$ cat src/rtl/sdram_autorefresh_ctrl.sv
// SDRAM auto-refresh engine: accrues refresh debt on a fixed interval and, once granted the bus,
// issues PRECHARGE-all followed by up to REF_PER_REQ AUTO REFRESH commands. Optional macro: AUTOREF_URGENT_EN.
module sdram_autorefresh_ctrl #(
    parameter int REF_PERIOD_CYC = 750,
    parameter int CNT_W          = 10,
    parameter int TRP_CYC        = 2,
    parameter int TRFC_CYC       = 7,
    parameter int REF_PER_REQ    = 2,
    parameter int MAX_DEBT       = 8,
    parameter int DEBT_W         = 4,
    parameter int ADDR_W         = 12,
    parameter int URGENT_THRESH  = 4
) (
    input  logic              sys_clk,
    input  logic              sys_rst,
    input  logic              init_end_flag,
    input  logic              ref_en,
    output logic              ref_req,
    output logic              ref_end_flag,
    output logic [3:0]        ref_cmd,
    output logic [ADDR_W-1:0] ref_addr,
    output logic [DEBT_W-1:0] ref_debt,
    output logic              ref_urgent
);

    localparam logic [2:0] S_IDLE = 3'd0;
    localparam logic [2:0] S_PRE  = 3'd1;
    localparam logic [2:0] S_TRP  = 3'd2;
    localparam logic [2:0] S_AREF = 3'd3;
    localparam logic [2:0] S_TRFC = 3'd4;
    localparam logic [2:0] S_END  = 3'd5;

    localparam logic [3:0] CMD_NOP  = 4'b0111;
    localparam logic [3:0] CMD_PRE  = 4'b0010;
    localparam logic [3:0] CMD_AREF = 4'b0001;

    localparam int TMR_MAX = (TRP_CYC > TRFC_CYC) ? TRP_CYC : TRFC_CYC;
    localparam int TMR_W   = $clog2(TMR_MAX + 1);

    localparam logic [CNT_W-1:0]  CNT_LAST = CNT_W'(REF_PERIOD_CYC - 1);
    localparam logic [DEBT_W-1:0] MAX_D    = DEBT_W'(MAX_DEBT);
    // Per-grant cap never needs to exceed the saturated debt, so clip it to keep it in DEBT_W bits.
    localparam logic [DEBT_W-1:0] RPR_D    = (REF_PER_REQ >= MAX_DEBT) ? DEBT_W'(MAX_DEBT)
                                                                         : DEBT_W'(REF_PER_REQ);
    localparam logic [ADDR_W-1:0] ADDR_A10 = ADDR_W'(1) << 10;

    logic [2:0]        r_state;
    logic [CNT_W-1:0]  r_cnt;
    logic [DEBT_W-1:0] r_debt;
    logic [DEBT_W-1:0] r_n;
    logic [DEBT_W-1:0] r_issued;
    logic [TMR_W-1:0]  r_tmr;
    logic [3:0]        r_cmd;
    logic [ADDR_W-1:0] r_addr;
    logic              r_end;

    logic              w_tick;
    logic [2:0]        w_nxt_state;
    logic [DEBT_W-1:0] w_nxt_n;
    logic [DEBT_W-1:0] w_nxt_issued;
    logic [TMR_W-1:0]  w_nxt_tmr;
    logic [DEBT_W-1:0] w_nxt_debt;
    logic [3:0]        w_nxt_cmd;

    assign w_tick = init_end_flag && (r_cnt == CNT_LAST);

    always_comb begin
        w_nxt_state  = r_state;
        w_nxt_n      = r_n;
        w_nxt_issued = r_issued;
        w_nxt_tmr    = r_tmr;
        case (r_state)
            S_IDLE: begin
                if (ref_en && (r_debt != '0)) begin
                    w_nxt_state  = S_PRE;
                    w_nxt_n      = (r_debt > RPR_D) ? RPR_D : r_debt;
                    w_nxt_issued = '0;
                end
            end
            S_PRE: begin
                if (TRP_CYC > 1) begin
                    w_nxt_state = S_TRP;
                    w_nxt_tmr   = TMR_W'(TRP_CYC - 2);
                end else begin
                    w_nxt_state  = S_AREF;
                    w_nxt_issued = r_issued + DEBT_W'(1);
                end
            end
            S_TRP: begin
                if (r_tmr == '0) begin
                    w_nxt_state  = S_AREF;
                    w_nxt_issued = r_issued + DEBT_W'(1);
                end else begin
                    w_nxt_tmr = r_tmr - TMR_W'(1);
                end
            end
            S_AREF: begin
                if (TRFC_CYC > 1) begin
                    w_nxt_state = S_TRFC;
                    w_nxt_tmr   = TMR_W'(TRFC_CYC - 2);
                end else if (r_issued < r_n) begin
                    w_nxt_state  = S_AREF;
                    w_nxt_issued = r_issued + DEBT_W'(1);
                end else begin
                    w_nxt_state = S_END;
                end
            end
            S_TRFC: begin
                if (r_tmr != '0) begin
                    w_nxt_tmr = r_tmr - TMR_W'(1);
                end else if (r_issued < r_n) begin
                    w_nxt_state  = S_AREF;
                    w_nxt_issued = r_issued + DEBT_W'(1);
                end else begin
                    w_nxt_state = S_END;
                end
            end
            S_END:   w_nxt_state = S_IDLE;
            default: w_nxt_state = S_IDLE;
        endcase
    end

    // Retiring n refreshes always frees room, so a coincident tick cannot overflow.
    always_comb begin
        w_nxt_debt = r_debt;
        if (r_state == S_END)
            w_nxt_debt = r_debt - r_n + DEBT_W'(w_tick);
        else if (w_tick && (r_debt < MAX_D))
            w_nxt_debt = r_debt + DEBT_W'(1);
    end

    always_comb begin
        w_nxt_cmd = CMD_NOP;
        if (w_nxt_state == S_PRE)
            w_nxt_cmd = CMD_PRE;
        else if (w_nxt_state == S_AREF)
            w_nxt_cmd = CMD_AREF;
    end

    always_ff @(posedge sys_clk) begin
        if (!sys_rst || !init_end_flag) begin
            r_state  <= S_IDLE;
            r_cnt    <= '0;
            r_debt   <= '0;
            r_n      <= '0;
            r_issued <= '0;
            r_tmr    <= '0;
            r_cmd    <= CMD_NOP;
            r_addr   <= '0;
            r_end    <= 1'b0;
        end else begin
            r_state  <= w_nxt_state;
            r_cnt    <= w_tick ? '0 : r_cnt + CNT_W'(1);
            r_debt   <= w_nxt_debt;
            r_n      <= w_nxt_n;
            r_issued <= w_nxt_issued;
            r_tmr    <= w_nxt_tmr;
            r_cmd    <= w_nxt_cmd;
            r_addr   <= (w_nxt_state == S_PRE) ? ADDR_A10 : '0;
            r_end    <= (w_nxt_state == S_END);
        end
    end

    assign ref_req      = (r_debt != '0) && (r_state == S_IDLE);
    assign ref_end_flag = r_end;
    assign ref_cmd      = r_cmd;
    assign ref_addr     = r_addr;
    assign ref_debt     = r_debt;

`ifdef AUTOREF_URGENT_EN
    assign ref_urgent = (r_debt >= DEBT_W'(URGENT_THRESH));
`else
    assign ref_urgent = 1'b0;
`endif

endmodule

$ cat config.mk
export PLATFORM = sky130hd
export DESIGN_NAME = sdram_autorefresh_ctrl
export DESIGN_NICKNAME = d
export VERILOG_FILES = /design/src/rtl/sdram_autorefresh_ctrl.sv
export SDC_FILE = /design/constraint.sdc
export NUM_CORES = 1
export LEC_CHECK = 0
export ABC_AREA = 1
export CAP_MARGIN = 40
export CORE_ASPECT_RATIO = 2
export CORE_MARGIN = 2
export CORE_UTILIZATION = 52
export DETAILED_ROUTE_END_ITERATION = 12
export GPL_TIMING_DRIVEN = 0
export PLACE_DENSITY = 0.76
export SKIP_CTS_REPAIR_TIMING = 1
export SLEW_MARGIN = 20
export SYNTH_ARGS = -nofsm -noshare
export SYNTH_HDL_FRONTEND = slang
export SYNTH_SLANG_ARGS = --single-unit
export TNS_END_PERCENT = 50
$ cat constraint.sdc
create_clock -name sys_clk -period 4.93 [get_ports sys_clk]
set_input_delay 0.7395 -clock sys_clk [delete_from_list [all_inputs] [get_ports sys_clk]]
set_output_delay 0.7395 -clock sys_clk [all_outputs]
set_load 0.005 [all_outputs]
==> results of run 1 <==
-- state kept, by name, summed over array words and instances, names as in the netlist --
| register | count |
|---|---|
| r_cnt | 10 |
| r_issued | 4 |
| r_n | 4 |
| ref_debt | 4 |
| r_state | 3 |
| r_tmr | 3 |
| ref_cmd | 3 |
| ref_addr | 1 |
| ref_end_flag | 1 |
-- placed cells by master, fill, tap and decap left out, types with 2 or more instances in the layout --
cell             netlist  layout
clkbuf_8               0       6
clkdlybuf4s50_1        0      13
nand2_1               48      48
conb_1                 1      13
ha_1                  17      17
o21ai_0               10      10
nor3_1                 5       5
nor2_4                 3       3
inv_2                  6       6
clkbuf_1               1       2
xor2_1                 4       4
or2_2                  2       2
nor2_1                31      31
nand3_1               18      18
inv_1                 36      36
a21o_1                 2       2
buf_4                 14      14
a31oi_1                3       3
a21oi_1               16      16
nand2_2                5       5
xnor2_1                5       5
dfxtp_1               33      33
-- power groups by stage --
stage               clock, mW  sequential, mW  combinational (mW)
floorplan                   0           0.274              0.0155
global placement            0           0.274              0.0203
detailed placement          0           0.274              0.0204
CTS                     0.271           0.268              0.0204
global route            0.280           0.268              0.0233
finish                  0.263           0.268              0.0206
-- cells by family (layout without fill, tap and decap cells) --
family / count (synthesis) / count (layout) / synth area share
fa+ha+maj: 18 / 18 / 0.1175
simple gates: 116 / 116 / 0.2678
other cells: 1 / 13 / 0.001893
compound gates: 36 / 36 / 0.1049
buf+inv: 57 / 78 / 0.1346
flops: 33 / 33 / 0.3335
xor+xnor: 9 / 9 / 0.03980
-- critical path, cell delays in order --
cell and delay (ns):
clkdlybuf4s50_1 0.48, inv_1 0.04, nor2_1 0.12, nand3_1 0.15, ha_1 0.31, inv_1 0.06
ha_1 0.15, inv_1 0.05, fa_1 0.38, xnor2_1 0.16, nand2_1 0.07, o21ai_0 0.08
nand2_1 0.07, a21oi_1 0.13
-- how the worst min path moves through the flow --
stage	to	slack (ns)
2_1_floorplan	r_cnt[0]	0.44
3_3_place_gp	r_cnt[9]	0.47
3_5_place_dp	r_cnt[9]	0.47
4_1_cts	r_cnt[9]	0.48
5_1_grt	r_cnt[9]	0.49
6_report	r_cnt[9]	0.48
-- layer usage --
metal,part of all wire,global-route usage,wire (microns)
met1,0.36,0.1901,1428
met4,0.041,0.1126,164
met5,0,0,0
met3,0.023,0.03777,93
met2,0.57,0.3829,2278
-- area by class of cell --
cell class / instances / area, sq um / share of cell area
multi-input cells: 192 / 1099 / 0.4708
inverters: 42 / 157.7 / 0.06756
clock buffers: 7 / 86.33 / 0.03700
repair buffers: 13 / 130.1 / 0.05576
flip-flops and latches: 33 / 660.6 / 0.2831
clock inverters: 1 / 30.03 / 0.01287
plain buffers: 15 / 108.9 / 0.04665
well taps: 49 / 61.31 / 0.02627
-- per-stage QoR --
step | setup slack [ns] | hold slack, ns | total power [mW]
after global placement | 1.850 | 0.4655 | 0.2946
after detailed placement | 1.831 | 0.4691 | 0.2947
final | 2.139 | 0.4801 | 0.5521
after floorplan | 2.520 | 0.4448 | 0.2896
after CTS | 2.130 | 0.4804 | 0.5595
after global routing | 1.905 | 0.4885 | 0.5712
==> metrics.md, run 1 <==
| Metric | Value |
|---|---|
| Lkg Pwr | slightly above 1 nW |
| Die span in y | a little over 90 microns |
| CTS max path bufs | 2 |
| Total GRT Usage | 0.2078 |
| Synthesized flop and latch total | 33 |
| Via-to-Cell Ratio | 4.832 |
| Synth Flop Type | dfxtp_1 |
| Tightest Pin Transition | 0.5473 ns |
| CTS Root Cell | clkbuf_8 |
| Critical path class | in -> reg |
| Largest area contributor in the synthesized netlist | dfxtp_1 |
| Mapped Avg Cell Area | 7.336 sq um |
| Final GP Congestion | 0.7952 |
| Worst R2R Start | r_cnt[0] |
| Maximum clock rate | between 300 and 400 MHz |
| Tmin final | 2.791 ns |
| Logic gate share of total power | 0.037 |
| Area after DPL | between 2000 and 2500 sq um |
| Crit path max fanout | 3 |
| Initial DRC Count | 40 |
| Cell Area, Synth | around 2000 sq um |
| Post-synth top area share | 0.3335 |
| Clk sinks | 33 |
| Worst flop-to-flop path endpoint | ref_debt[2] |
| Reg2reg path depth | 14 |
| Clock latency on the worst-skew pair | 0.29 ns |
| CTS Buf Count | 5 |
| Synth warn | 0 |
| Worst clock skew | 0.009399 ns |
| Maxcap violations | 0 |
| Final-stage net count | around 320 |
| Relative slew slack | 0.6352 |
| Switching Power | ~110 uW |
| Final Hold Viols | 0 |
| Antenna cells | 0 |
| IO Pins | 27 |
| Die ar. | 4349 sq um |
| Ys async rst share | 0 |
| Reg2Reg Setup Slack | 2.38 ns |
| Sequential area share after synthesis | 0.3335 |
| # DRC | 0 |
| Worst Setup End Kind | register |
| GR Overflow Total | 0 |
| Row cnt | 31 |
| Sw Share | 0.1979 |
| First-pass DRT Iterations | 4 |
| Largest net degree at the start of global routing | 11 |
| Slew Limit Fails | 0 |
| Post-synth EDFFs | 0 |
| Post-Synthesis Cells | 270 |
| Synth cell types | 30 |
| Run status | finished, final reports clean |
| Layout area overhead | 17.81% |
| Placed cells | ~340 |
| PwrDens | 236.6 nW/um^2 |
| Share of layout cells above drive strength 1 | 0.1320 |
| # H-tree levels | 2 |
| CP required | between 5 and 6 ns |
| Final setup fails | 0 |
| Clock power share | 0.477 |
| HPWL after DPL | 3105 microns |
| Core Footprint | 3646 sq um |
| Synth top area cells | dfxtp_1 (33%), ha_1 (11%), nand2_1 (9.1%), inv_1 (6.8%), nor2_1 (5.9%) |
| Routed len/inst | roughly 11 microns |
| Post-route cell area | 2333 sq um |
| RSZ-0062 raised after global routing | no |
| Int Pwr | between 400 and 500 uW |
| Worst setup path start | init_end_flag |
| Initial Utilization | 0.5432 |
| Post-Layout Cell Count | 352 |
| Hold-critical path depth | 2 |
| Critical path endpoint | ref_debt[2] |
| Number of global-route vias before repair | 1585 |
| Worst VDD drop | 0.2068 mV |
| Hold_sp | r_cnt[9] |
| Port Buffers | 13 |
| Initial antenna violation count | 0 |
| DRT Wirelength | 3965 microns |
| Setup_tns | 0 ns |
| Final period util | 0.5661 |
| Layout Utilization | 0.6400 |
| CTS tree | yes |
| First-pass GRT wire length | 6582 microns |
| Most numerous cell in the Yosys netlist | nand2_1 |
| DIE WIDTH | 47.64 microns |
| Startpoint types | primary input |
| CTS clk-pin slew, worst paths | around 0.07 ns |
| Antenna-violating nets left | 0 |
| DR vias | about 1700 |
| Sequential Power Share | 0.486 |
| Worst Hold Class | reg -> reg |
| Top cells by count, synth | nand2_1 (48), inv_1 (36), dfxtp_1 (33) |
| Critical Path AT | 3.01 ns |
| Fillers | around 370 |
No activity file was read; power rests on OpenSTA's default activity.
==> run 2, diff against run 1 <==
--- a/config.mk
+++ b/config.mk
@@ -9,10 +9,10 @@
 export CAP_MARGIN = 40
 export CORE_ASPECT_RATIO = 2
 export CORE_MARGIN = 2
-export CORE_UTILIZATION = 52
+export CORE_UTILIZATION = 49
 export DETAILED_ROUTE_END_ITERATION = 12
 export GPL_TIMING_DRIVEN = 0
-export PLACE_DENSITY = 0.76
+export PLACE_DENSITY = 0.75
 export SKIP_CTS_REPAIR_TIMING = 1
 export SLEW_MARGIN = 20
 export SYNTH_ARGS = -nofsm -noshare
==> constraint.sdc (replaced) <==
create_clock -name sys_clk -period 2.4 [get_ports sys_clk]
set_input_delay 0.36 -clock sys_clk [delete_from_list [all_inputs] [get_ports sys_clk]]
set_output_delay 0.36 -clock sys_clk [all_outputs]
set_load 0.005 [all_outputs]
==> run 2 against run 1 <==
Sequential cell count is the same; utilization shrank 3.0 points; global-route usage shrank 1.7 points; critical path type is now reg -> reg; largest power group unchanged.
==> metrics.md, run 2 (same netlist as run 1, synthesis figures left out) <==
| Metric | Value |
|---|---|
| GRT met3 Usage | 0.03025 |
| Slew Limit Fails | 0 |
| Tmin final | 2.256 ns |
| Crit path max fanout | 5 |
| CTS tree | yes |
| DR vias | roughly 1700 |
| Initial antenna violation count | 0 |
| Worst Setup End Kind | register |
| Critical Path AT | 2.47 ns |
| Multi-input logic area | between 1000 and 1500 sq um |
| Max incr delay on CP | approximately 0.37 ns |
| CP required | 2.61 ns |
| First-pass GRT wire length | 6693 microns |
| Total GRT Usage | 0.1906 |
| Share of layout cells above drive strength 1 | 0.1705 |
| Port Buffers | 13 |
| Final hold slack | around 0.45 ns |
| Die span in y | 93.91 microns |
| Grt met1 use | 0.1833 |
| HPWL after DPL | between 3000 and 4000 microns |
| PwrDens | 422.5 nW/um^2 |
| Worst Hold Class | reg -> reg |
| Register area | 665.6 sq um |
| Critical path endpoint | ref_debt[2] |
| Post-Layout Cell Count | 356 |
| Critical path class | reg -> reg |
| Initial DRC Count | 27 |
| # DRC | 0 |
| Critical path's slowest cell | dfxtp_4 |
| Commonest non-fill, non-tap cell in the layout | nand2_1 |
| GR Overflow Total | 0 |
| Most frequent cells in the layout | nand2_1 (47), inv_1 (36), dfxtp_1 (31) |
| Antenna-violating nets left | 0 |
| CTS Root Cell | clkbuf_8 |
| Final setup fails | 0 |
| CTS max path bufs | 2 |
| First-pass DRT Iterations | 4 |
| Clock latency on the worst-skew pair | between 0.2 and 0.3 ns |
| Via-to-Cell Ratio | about 4.8 |
| DIE WIDTH | 48.96 microns |
| Tightest Pin Transition | 0.5441 ns |
| Worst setup path start | r_cnt[0] |
| Max reg flops | 10 |
| IO Pins | 27 |
| Final period util | 0.9398 |
| Placed cells | roughly 350 |
| Layout Utilization | 0.6102 |
| Lkg Pwr | between 1 and 1.5 nW |
| Worst VDD drop | 0.3050 mV |
| Antenna cells | 0 |
| Relative slew slack | 0.6373 |
| Top reg by flops | r_cnt |
| Final-stage net count | 326 |
| Final Hold Viols | 0 |
| Fillers | 375 |
| Largest net degree at the start of global routing | 11 |
| Met2 usage | 0.3653 |
| # H-tree levels | 2 |
| CTS clk-pin slew, worst paths | 0.07 ns |
| CTS Buf Count | 5 |
| Worst clock skew | around 0.0029 ns |
| GRT busiest layer | met2 |
| Pwr Total | 1.001 mW |
| Final GP Congestion | 0.7965 |
| Worst R2R Start | r_cnt[0] |
| Layout area overhead | 19.65% |
| Reg2reg path depth | 14 |
| Startpoint types | register |
| Number of global-route vias before repair | 1528 |
| Worst flop-to-flop path endpoint | ref_debt[2] |
| Core Footprint | 3884 sq um |
| Maxcap violations | 0 |
| Initial Utilization | 0.5100 |
| Maximum clock rate | 443.3 MHz |
| DRT Wirelength | 3983 microns |
| Clk sinks | 33 |
| Die ar. | 4597 sq um |
| Cell chain of the critical path | ha_2 -> nand2_2 -> nor2_4 -> nand3_4 -> ha_4 -> inv_1 -> ha_2 -> inv_1 -> fa_1 -> xnor2_1 -> nand2_1 -> o21ai_1 -> nand2_1 -> a21oi_1 |
| Run status | finished, final reports clean |
| Reg2Reg Setup Slack | 0.14 ns |
| Row cnt | 32 |
| Routed len/inst | 11.19 microns |
[run 2: cell count changes in the layout (fill, tap and decap cells not counted), moves of 2 or more]
cell,change
dfxtp_1,-2
clkinv_2,+2
ha_2,+2
buf_4,+2
ha_1,-3
nor2_1,-3
nor2_2,+2
[run 2: cell type report]
type	instances	share of cell area
multi-input combinational	192	0.4826
sequential	33	0.2809
inverter	42	0.06653
timing repair buffer	15	0.06230
buffer	15	0.04593
clock buffer	6	0.03062
tap	51	0.02693
clock inverter	2	0.004224
[run 2: worst min path at each step]
stage,slack (ns),from,cells after the start,to
after floorplan,0.44,r_cnt[0],1,r_cnt[0]
after CTS,0.49,r_tmr[1],2,r_tmr[1]
after detailed placement,0.48,r_tmr[1],2,r_tmr[1]
after global placement,0.47,r_cnt[9],2,r_cnt[9]
final,0.45,r_cnt[0],1,r_cnt[0]
after global routing,0.47,r_cnt[0],1,r_cnt[0]
[run 2: critical path, delay by kind of cell, from the launching register on]
family	cells	cell delay, ns
buffers and inverters	2	0.10
AND/OR/NAND/NOR	5	0.44
XOR/XNOR	1	0.14
AO/OA/AOI/OAI	2	0.20
flip-flops	1	0.37
adder cells (fa/ha/maj)	4	0.94
[run 2: report_power, final]
part	internal (mW)	switching [mW]
Clock	0.201	0.206
Sequential	0.549	0.00175
Combinational	0.0230	0.0211
[run 2: layer usage]
layer	share of wire	wire length [microns]
met1	0.38	1498
met2	0.56	2244
met3	0.022	89
met4	0.038	151
met5	0	0
[run 2: through the flow]
stage,worst slack (ns),instance area (sq um),setup TNS (ns)
2_1_floorplan,0.1438,2026,0
3_3_place_gp,-0.2828,2220,-0.4167
3_5_place_dp,-0.2929,2220,-0.4680
4_1_cts,-0.1256,2302,-0.1256
5_1_grt,-0.02230,2370,-0.02230
6_report,0.1444,2370,0
